`config.mk`:
```
export PLATFORM = sky130hd
export DESIGN_NAME = multicycle_maindec
export DESIGN_NICKNAME = d
export VERILOG_FILES = /design/src/rtl/multicycle_maindec.sv
export SDC_FILE = /design/constraint.sdc
export NUM_CORES = 1
export LEC_CHECK = 0
export CORE_UTILIZATION = 46
export CTS_CLUSTER_SIZE = 28
export DETAILED_ROUTE_END_ITERATION = 16
export PLACE_DENSITY = 0.85
export SKIP_LAST_GASP = 1
export SLEW_MARGIN = 20
export SYNTH_ARGS = -nofsm -noshare
export SYNTH_HDL_FRONTEND = slang
export SYNTH_SLANG_ARGS = --single-unit
```
`constraint.sdc`:
```
create_clock -name clk -period 3.8 [get_ports clk]
set_input_delay 0.57 -clock clk [delete_from_list [all_inputs] [get_ports clk]]
set_output_delay 0.57 -clock clk [all_outputs]
set_load 0.005 [all_outputs]
```
`src/rtl/multicycle_maindec.sv`:
```
// rtl/multicycle_maindec.sv - multicycle MIPS-style main control FSM
// Moore decode of the state register; only FETCH strobes and DECODE illegal_op look at inputs.
module multicycle_maindec #(
  parameter int unsigned ALUOP_W  = 2,
  parameter int unsigned MEM_WAIT = 1,
  parameter int unsigned EN_BNE   = 1
) (
  input  logic               clk,
  input  logic               reset,
  input  logic [5:0]         opcode,
  input  logic               mem_ready,
  output logic               pcwrite,
  output logic               irwrite,
  output logic               memwrite,
  output logic               regwrite,
  output logic               iord,
  output logic               alusrca,
  output logic               regdst,
  output logic               memtoreg,
  output logic               branch,
  output logic               branch_ne,
  output logic [1:0]         alusrcb,
  output logic [1:0]         pcsrc,
  output logic [ALUOP_W-1:0] aluop,
  output logic               illegal_op,
  output logic [3:0]         state
);

  typedef enum logic [3:0] {
    FETCH   = 4'd0,
    DECODE  = 4'd1,
    MEMADR  = 4'd2,
    MEMRD   = 4'd3,
    MEMWB   = 4'd4,
    MEMWR   = 4'd5,
    EXECUTE = 4'd6,
    ALUWB   = 4'd7,
    BRANCH  = 4'd8,
    ADDIEX  = 4'd9,
    ADDIWB  = 4'd10,
    JUMP    = 4'd11
  } state_t;

  localparam logic [5:0] OP_LW   = 6'b100011;
  localparam logic [5:0] OP_SW   = 6'b101011;
  localparam logic [5:0] OP_RTYP = 6'b000000;
  localparam logic [5:0] OP_BEQ  = 6'b000100;
  localparam logic [5:0] OP_BNE  = 6'b000101;
  localparam logic [5:0] OP_ADDI = 6'b001000;
  localparam logic [5:0] OP_J    = 6'b000010;

  state_t     cur;
  state_t     dec_next;
  logic       dec_legal;
  logic [5:0] op_q;
  logic       mem_rdy;
  logic [1:0] aluop_lo;

  assign mem_rdy = (MEM_WAIT != 0) ? mem_ready : 1'b1;
  assign state   = cur;
  assign aluop   = ALUOP_W'(aluop_lo);

  always_comb begin
    dec_next  = FETCH;
    dec_legal = 1'b1;
    case (opcode)
      OP_LW, OP_SW: dec_next = MEMADR;
      OP_RTYP:      dec_next = EXECUTE;
      OP_BEQ:       dec_next = BRANCH;
      OP_BNE: begin
        if (EN_BNE != 0) dec_next = BRANCH;
        else             dec_legal = 1'b0;
      end
      OP_ADDI:      dec_next = ADDIEX;
      OP_J:         dec_next = JUMP;
      default:      dec_legal = 1'b0;
    endcase
  end

  // The opcode is latched on leaving DECODE so later states never see the live bus.
  always_ff @(posedge clk or negedge reset) begin
    if (!reset) begin
      cur  <= FETCH;
      op_q <= 6'b0;
    end else begin
      case (cur)
        FETCH:   if (mem_rdy) cur <= DECODE;
        DECODE: begin
          op_q <= opcode;
          cur  <= dec_next;
        end
        MEMADR:  cur <= (op_q == OP_SW) ? MEMWR : MEMRD;
        MEMRD:   if (mem_rdy) cur <= MEMWB;
        MEMWB:   cur <= FETCH;
        MEMWR:   if (mem_rdy) cur <= FETCH;
        EXECUTE: cur <= ALUWB;
        ALUWB:   cur <= FETCH;
        BRANCH:  cur <= FETCH;
        ADDIEX:  cur <= ADDIWB;
        ADDIWB:  cur <= FETCH;
        JUMP:    cur <= FETCH;
        default: cur <= FETCH;
      endcase
    end
  end

  // Outputs are forced low while reset is held, even though the state reads FETCH.
  always_comb begin
    pcwrite    = 1'b0;
    irwrite    = 1'b0;
    memwrite   = 1'b0;
    regwrite   = 1'b0;
    iord       = 1'b0;
    alusrca    = 1'b0;
    regdst     = 1'b0;
    memtoreg   = 1'b0;
    branch     = 1'b0;
    branch_ne  = 1'b0;
    alusrcb    = 2'b00;
    pcsrc      = 2'b00;
    aluop_lo   = 2'b00;
    illegal_op = 1'b0;
    if (reset) begin
      case (cur)
        FETCH: begin
          alusrcb = 2'b01;
          irwrite = mem_rdy;
          pcwrite = mem_rdy;
        end
        DECODE: begin
          alusrcb    = 2'b11;
          illegal_op = ~dec_legal;
        end
        MEMADR: begin
          alusrca = 1'b1;
          alusrcb = 2'b10;
        end
        MEMRD:   iord = 1'b1;
        MEMWB: begin
          memtoreg = 1'b1;
          regwrite = 1'b1;
        end
        MEMWR: begin
          iord     = 1'b1;
          memwrite = 1'b1;
        end
        EXECUTE: begin
          alusrca  = 1'b1;
          aluop_lo = 2'b10;
        end
        ALUWB: begin
          regdst   = 1'b1;
          regwrite = 1'b1;
        end
        BRANCH: begin
          alusrca   = 1'b1;
          aluop_lo  = 2'b01;
          pcsrc     = 2'b01;
          branch    = (op_q == OP_BEQ);
          branch_ne = (op_q == OP_BNE);
        end
        ADDIEX: begin
          alusrca = 1'b1;
          alusrcb = 2'b10;
        end
        ADDIWB:  regwrite = 1'b1;
        JUMP: begin
          pcsrc   = 2'b10;
          pcwrite = 1'b1;
        end
        default: ;
      endcase
    end
  end

endmodule

```
==> results of run 1 <==
logic make-up after synthesis:
group / count (synthesis) / synth area share, %
XOR/XNOR: 3 / 3.27
AND/OR/NAND/NOR: 51 / 37.2
buffers and inverters: 8 / 5.30
AO/OA/AOI/OAI: 17 / 13.2
multiplexers: 7 / 9.81
flip-flops: 10 / 31.2
where the power goes:
| part | switching [mW] | internal [mW] | leakage, nW |
|---|---|---|---|
| Sequential | 0.0820 | 0.153 | 0.123 |
| Combinational | 0.127 | 0.176 | 0.294 |
| Clock | 0.0431 | 0.0584 | 0.0210 |
| Total | 0.252 | 0.387 | 0.438 |
per-stage QoR:
stage / power (mW) / hold WS [ns] / cell area [sq um] / std cells
after floorplan: 0.416 / 0.274 / 803 / 96
after global placement: 0.525 / 0.484 / 1090 / 136
after detailed placement: 0.539 / 0.493 / 1090 / 136
after CTS: 0.639 / 0.504 / 1120 / 140
after global routing: 0.685 / 0.528 / 1120 / 140
final: 0.639 / 0.499 / 1120 / 140
Yosys cell counts (2+ instances only):
library cell | instances | area share, %
sky130_fd_sc_hd__inv_1 | 2 | 0.93
sky130_fd_sc_hd__xnor2_1 | 2 | 2.2
sky130_fd_sc_hd__buf_4 | 2 | 1.9
sky130_fd_sc_hd__a21oi_1 | 7 | 4.4
sky130_fd_sc_hd__nor2_1 | 14 | 6.5
sky130_fd_sc_hd__nand2_1 | 7 | 3.3
sky130_fd_sc_hd__nand2b_1 | 4 | 3.1
sky130_fd_sc_hd__nor4b_1 | 2 | 2.2
sky130_fd_sc_hd__dfrtp_1 | 10 | 31
sky130_fd_sc_hd__buf_2 | 4 | 2.5
sky130_fd_sc_hd__nor2b_1 | 2 | 1.6
sky130_fd_sc_hd__nor3_1 | 3 | 1.9
sky130_fd_sc_hd__nor4_1 | 2 | 1.6
sky130_fd_sc_hd__nand3_1 | 3 | 1.9
sky130_fd_sc_hd__and4b_1 | 2 | 2.5
sky130_fd_sc_hd__mux2_1 | 6 | 8.4
sky130_fd_sc_hd__and2_1 | 2 | 1.6
sky130_fd_sc_hd__o31ai_1 | 2 | 1.9
per-layer routing:
metal | part of all wire [%] | global-route usage [%]
met4 | 1.9 | 16.3
met2 | 49 | 39.7
met1 | 44 | 31.4
met3 | 4.8 | 2.92
met5 | 0 | 0
worst max-delay path by stage:
stage / start / to / depth (start not counted)
after floorplan: opcode[3] / illegal_op / 5
after global placement: opcode[3] / illegal_op / 5
after detailed placement: opcode[3] / illegal_op / 5
after CTS: opcode[3] / illegal_op / 5
after global routing: opcode[3] / illegal_op / 5
final: opcode[3] / illegal_op / 5
registers in the layout, summed over array words and instances, names as in the netlist:
signal and flops:
op_q 6, state 4
critical path: stages:
cell	delay, ns
sky130_fd_sc_hd__clkdlybuf4s50_1	0.61
sky130_fd_sc_hd__mux2_2	0.38
sky130_fd_sc_hd__o211ai_1	0.24
sky130_fd_sc_hd__and4_1	0.22
sky130_fd_sc_hd__clkdlybuf4s50_1	0.49
layout make-up:
type	count	area share, %
multi-input combinational	78	45.5
timing repair buffer	30	26.5
sequential	10	22.3
clock buffer	4	3.23
tap	16	1.78
inverter	2	0.669
==> flow_metrics.py, run 1 <==
metrics = {
    "drt": {
        "drt-wirelength-per-cell_um": 14.9,
        "drt_iter0_markers": 13,
        "route.antenna.remaining_nets": 0,
        "via_count": 848,
        "vias_per_cell": 6.06,
        "drt_wl_total_um": 2090,
        "detail_route.drc_violations": 5,
        "drt_pass1_iterations": 10,
    },
    "placement": {
        "gp_congestion": 0.848,
        "buffer_ports.inserted": 29,
        "detailedPlacementHpwl_um": 1480,
        "dp_slack_ns": 0.741,
    },
    "clock_tree": {
        "cts.reportedPaths.clkPinSlew_ns": 0.07,
        "post_cts.repair.setup_buffers": 0,
        "htree_levels": 1,
        "clock-sinks": 10,
        "cts_hold_buffers": 0,
        "clock_tree_from_tritoncts": "built",
        "tritoncts_buffer_count": 3,
        "cts-resized-gates": 0,
        "worstSkewPairLatency_ns": 0.28,
        "clock_path_buffers": 2,
        "cts.root.buffer_cell": "sky130_fd_sc_hd__clkbuf_4",
    },
    "cells_and_area": {
        "layout_commonest_cell": "sky130_fd_sc_hd__clkdlybuf4s50_1",
        "final_cell_mix": "sky130_fd_sc_hd__clkdlybuf4s50_1, sky130_fd_sc_hd__nor2_1, sky130_fd_sc_hd__dfrtp_1, sky130_fd_sc_hd__nand2_1, sky130_fd_sc_hd__a21oi_1",
        "multi_input_gate_area_in_the_final_layout_sq_um": 510,
        "ant_diodes": 0,
        "finalNetCount": 134,
        "final_core_utilization_pct": 71.2,
        "final.fill_count": 125,
        "flow.area_growth_from_synthesis_pct": 39.7,
        "final_layout_size_suffix_gt1_share_pct": 6.45,
        "area.sequential_sq_um": 250,
    },
    "global_route": {
        "global_route.usage.total_pct": 24.8,
        "gr-total-overflow": 0,
        "grt_antenna_before_repair": 0,
        "grt_max_degree": 19,
        "grt_pass1_vias": 794,
        "grt_pass1_wl_um": 3510,
    },
    "hold_path": {
        "worst_hold_path.num_cells": 1,
        "hold_path_end": "op_q[2]",
        "hold_path_class": "reg -> reg",
        "worst_hold_startpoint": "op_q[2]",
    },
    "synth": {
        "synth-edff-count": 0,
        "mappedNetlistNets": 105,
        "netlist_instances": 96,
        "synth.yosys.seq_area_share_pct": 31.2,
        "synth_ff_type": "sky130_fd_sc_hd__dfrtp_1",
        "synth_warnings": 0,
        "synth_cell_types": 38,
        "synth_seq_cells": 10,
        "synth_async_sr_flop_share_pct": 100,
        "synthesis.area_per_instance_sq_um": 8.37,
        "mappedNetlistArea_sq_um": 803,
    },
    "critical_path": {
        "timing.rr.start": "state[1]",
        "worstSetupEndpointType": "primary output",
        "startpoint_types": "input pin",
        "critPathMaxFanout": 7,
        "r2r_slack_ns": 2.07,
        "endpoint_of_the_worst_register_to_register_path": "op_q[4]",
        "timing.reg2reg.worst_path_depth": 3,
        "endpoint_required_time_on_the_critical_path_ns": 3.23,
        "worst_ep_arrival_time_ns": 2.51,
        "criticalPathCategory": "in -> out",
    },
    "timing": {
        "setup_viol_count_final": 0,
        "finalMaxSlewViolations": 0,
        "report.final.hold_viol_count": 0,
        "post-route-period-util_pct": 81.1,
        "tns_ns": 0,
        "fmax_ghz": 0.325,
        "rsz_0062_raised_after_global_routing": "false",
        "timing.final.crit_period_ns": 3.08,
        "tightest_slew_ns": 0.546,
        "worst_slack_ns": 0.720,
        "finClkSkew_ns": 0.00396,
        "timing.max_slew.rel_slack_pct": 63.6,
    },
    "floorplanning": {
        "floorplan.die.width_um": 43.8,
        "std_cell_core_area_sq_um": 1580,
        "fp.dieH_um": 43.8,
        "num_rows": 14,
        "design.portCount": 30,
        "die_area_sq_um": 1920,
        "floorplan.initialDensity_pct": 51.0,
    },
    "power_and_ir_drop": {
        "power_density_normalized_to_cell_area_nw_per_um2": 569,
        "irDropWorstVdd_mv": 0.335,
        "p_leak_nw": 0.438,
    },
    "flow_run": {
        "cap_viol_max_count": 0,
    },
    "status": {
        "run_status": "complete, but fails checks",
        "failed_checks": "DRC",
    },
}
Power figures use the tool's default switching activity.
==> inputs of run 2 (changes only) <==
Settings changed: CORE_UTILIZATION 46 to 43, PLACE_DENSITY 0.85 to 0.8.
Clock period 3.8 ns to 2.93 ns, I/O delays scaled along.
==> run 2 against run 1 <==
- the run now ends clean
- routed wire length down 7.8%
- critical path depth unchanged
- power up 31%
- register-to-register slack worse by 0.81 ns
- critical path type unchanged
- largest cell class unchanged
- highest routed layer unchanged
==> flow_metrics.py, run 2 (synthesized netlist as in run 1, its figures left out) <==
metrics = {
    "drt": {
        "vias_per_cell": 5.35,
        "detail_route.drc_violations": 0,
        "drt_iter0_markers": 22,
        "drt_pass1_iterations": 4,
        "drt_wl_total_um": 1920,
        "route.antenna.remaining_nets": 0,
        "via_count": 818,
        "drt-wirelength-per-cell_um": 12.6,
    },
    "clock_tree": {
        "htree_levels": 1,
        "worstSkewPairLatency_ns": 0.26,
        "cts-resized-gates": 0,
        "cts.reportedPaths.clkPinSlew_ns": 0.07,
        "cts.root.buffer_cell": "sky130_fd_sc_hd__clkbuf_4",
        "clock_tree_from_tritoncts": "built",
        "post_cts.repair.setup_buffers": 0,
        "clock_path_buffers": 2,
        "clock-sinks": 10,
        "tritoncts_buffer_count": 3,
        "cts_hold_buffers": 0,
    },
    "cells_and_area": {
        "fin_area_sq_um": 1160,
        "flow.area_growth_from_synthesis_pct": 44.9,
        "final_core_utilization_pct": 66.7,
        "largest_register_ffs": 6,
        "top_register": "op_q",
        "layout_commonest_cell": "sky130_fd_sc_hd__clkdlybuf4s50_1",
        "final_cell_mix": "sky130_fd_sc_hd__clkdlybuf4s50_1, sky130_fd_sc_hd__nor2_1, sky130_fd_sc_hd__dfrtp_1, sky130_fd_sc_hd__nand2_1, sky130_fd_sc_hd__a21oi_1",
        "finalNetCount": 138,
        "ant_diodes": 0,
        "final_layout_size_suffix_gt1_share_pct": 9.38,
    },
    "critical_path": {
        "criticalPathCategory": "in -> out",
        "critPathMaxFanout": 7,
        "startpoint_types": "input pin",
        "endpoint_required_time_on_the_critical_path_ns": 2.49,
        "worst_ep_arrival_time_ns": 2.33,
        "worstSetupEndpointType": "primary output",
    },
    "floorplanning": {
        "std_cell_core_area_sq_um": 1750,
        "fp.dieH_um": 45.2,
        "floorplan.initialDensity_pct": 46.0,
        "die_area_sq_um": 2040,
        "floorplan.die.width_um": 45.2,
        "design.portCount": 30,
        "num_rows": 15,
    },
    "placement": {
        "gp_congestion": 0.835,
        "post_place_instance_area_sq_um": 1130,
        "detailedPlacementHpwl_um": 1480,
        "buffer_ports.inserted": 29,
    },
    "power_and_ir_drop": {
        "post-layout-total-power_mw": 0.838,
        "power.share.switching_pct": 37.9,
        "p_leak_nw": 0.459,
        "irDropWorstVdd_mv": 0.431,
        "seqPwrFrac_pct": 33.9,
        "portion_of_total_power_attributed_to_the_clock_network_pct": 14.5,
        "comb_power_share_pct": 51.6,
        "power_density_normalized_to_cell_area_nw_per_um2": 720,
        "p_int_mw": 0.521,
        "power.net_switching_mw": 0.318,
    },
    "status": {
        "run_status": "finished, final reports clean",
    },
    "timing": {
        "timing.final.crit_period_ns": 2.77,
        "finalHoldWorstSlack_ns": 0.510,
        "report.final.hold_viol_count": 0,
        "finClkSkew_ns": 0.00428,
        "setup_viol_count_final": 0,
        "tns_ns": 0,
        "timing.max_slew.rel_slack_pct": 65.8,
        "finalMaxSlewViolations": 0,
        "rsz_0062_raised_after_global_routing": "false",
        "post-route-period-util_pct": 94.4,
        "fmax_ghz": 0.361,
        "tightest_slew_ns": 0.513,
    },
    "global_route": {
        "grt_pass1_vias": 722,
        "grt_antenna_before_repair": 0,
        "gr-total-overflow": 0,
        "grt_max_degree": 19,
        "grt_pass1_wl_um": 3080,
        "global_route.usage.total_pct": 21.0,
    },
    "hold_path": {
        "hold_path_class": "in -> async",
    },
    "flow_run": {
        "cap_viol_max_count": 0,
    },
}
## run 2: cell types whose count changed in the layout (fill, tap and decap cells not counted), sizes merged
cell	previous run	this run
buf	1	5
## run 2: power by group through the flow
| stage | sequential, mW | combinational [mW] | clock, mW |
|---|---|---|---|
| 6_report | 0.284 | 0.433 | 0.122 |
| 5_1_grt | 0.296 | 0.477 | 0.130 |
| 4_1_cts | 0.282 | 0.436 | 0.124 |
| 3_5_place_dp | 0.286 | 0.434 | 0 |
| 3_3_place_gp | 0.282 | 0.426 | 0 |
| 2_1_floorplan | 0.247 | 0.292 | 0 |
## run 2: per-stage QoR
| stage | instances | setup WS [ns] |
|---|---|---|
| final | 153 | 0.163 |
| after global routing | 153 | 0.0818 |
| after detailed placement | 149 | 0.170 |
| after global placement | 149 | 0.220 |
| after floorplan | 96 | 1.18 |
| after CTS | 153 | 0.169 |
## run 2: layout make-up
type	count	area [sq um]
Sequential cell	10	250
Tap cell	25	31.3
Multi-Input combinational cell	78	510
Fill cell	140	582
Timing Repair Buffer	34	328
Inverter	2	7.51
Clock buffer	4	36.3
## run 2: layer usage
metal / global-route usage (%) / routed length, um / vias to the layer above
li1: - / - / 413
met1: 25.3 / 824 / 374
met2: 35.9 / 975 / 29
met3: 6.40 / 115 / 2
met4: 6.06 / 8 / 0
met5: 0 / 0 / -
## run 2: path summary, 6_finish.rpt
path                           start          to  slack, ns  cells past startpoint
setup / recovery           opcode[3]  illegal_op       0.16                      5
hold / removal                 reset    state[1]       0.51                      2
setup reg to reg            state[1]     op_q[2]       1.26                      4
hold reg to reg              op_q[2]     op_q[2]       0.52                      1
max in group asynchronous      reset     op_q[2]       2.24                      2
min in group clk             op_q[2]     op_q[2]       0.52                      1
## run 2: critical path, cell delays in order
cell and delay, ns:
sky130_fd_sc_hd__clkdlybuf4s50_1 0.61, sky130_fd_sc_hd__mux2_2 0.36, sky130_fd_sc_hd__o211ai_1 0.19, sky130_fd_sc_hd__and4_1 0.23, sky130_fd_sc_hd__clkdlybuf4s50_1 0.49
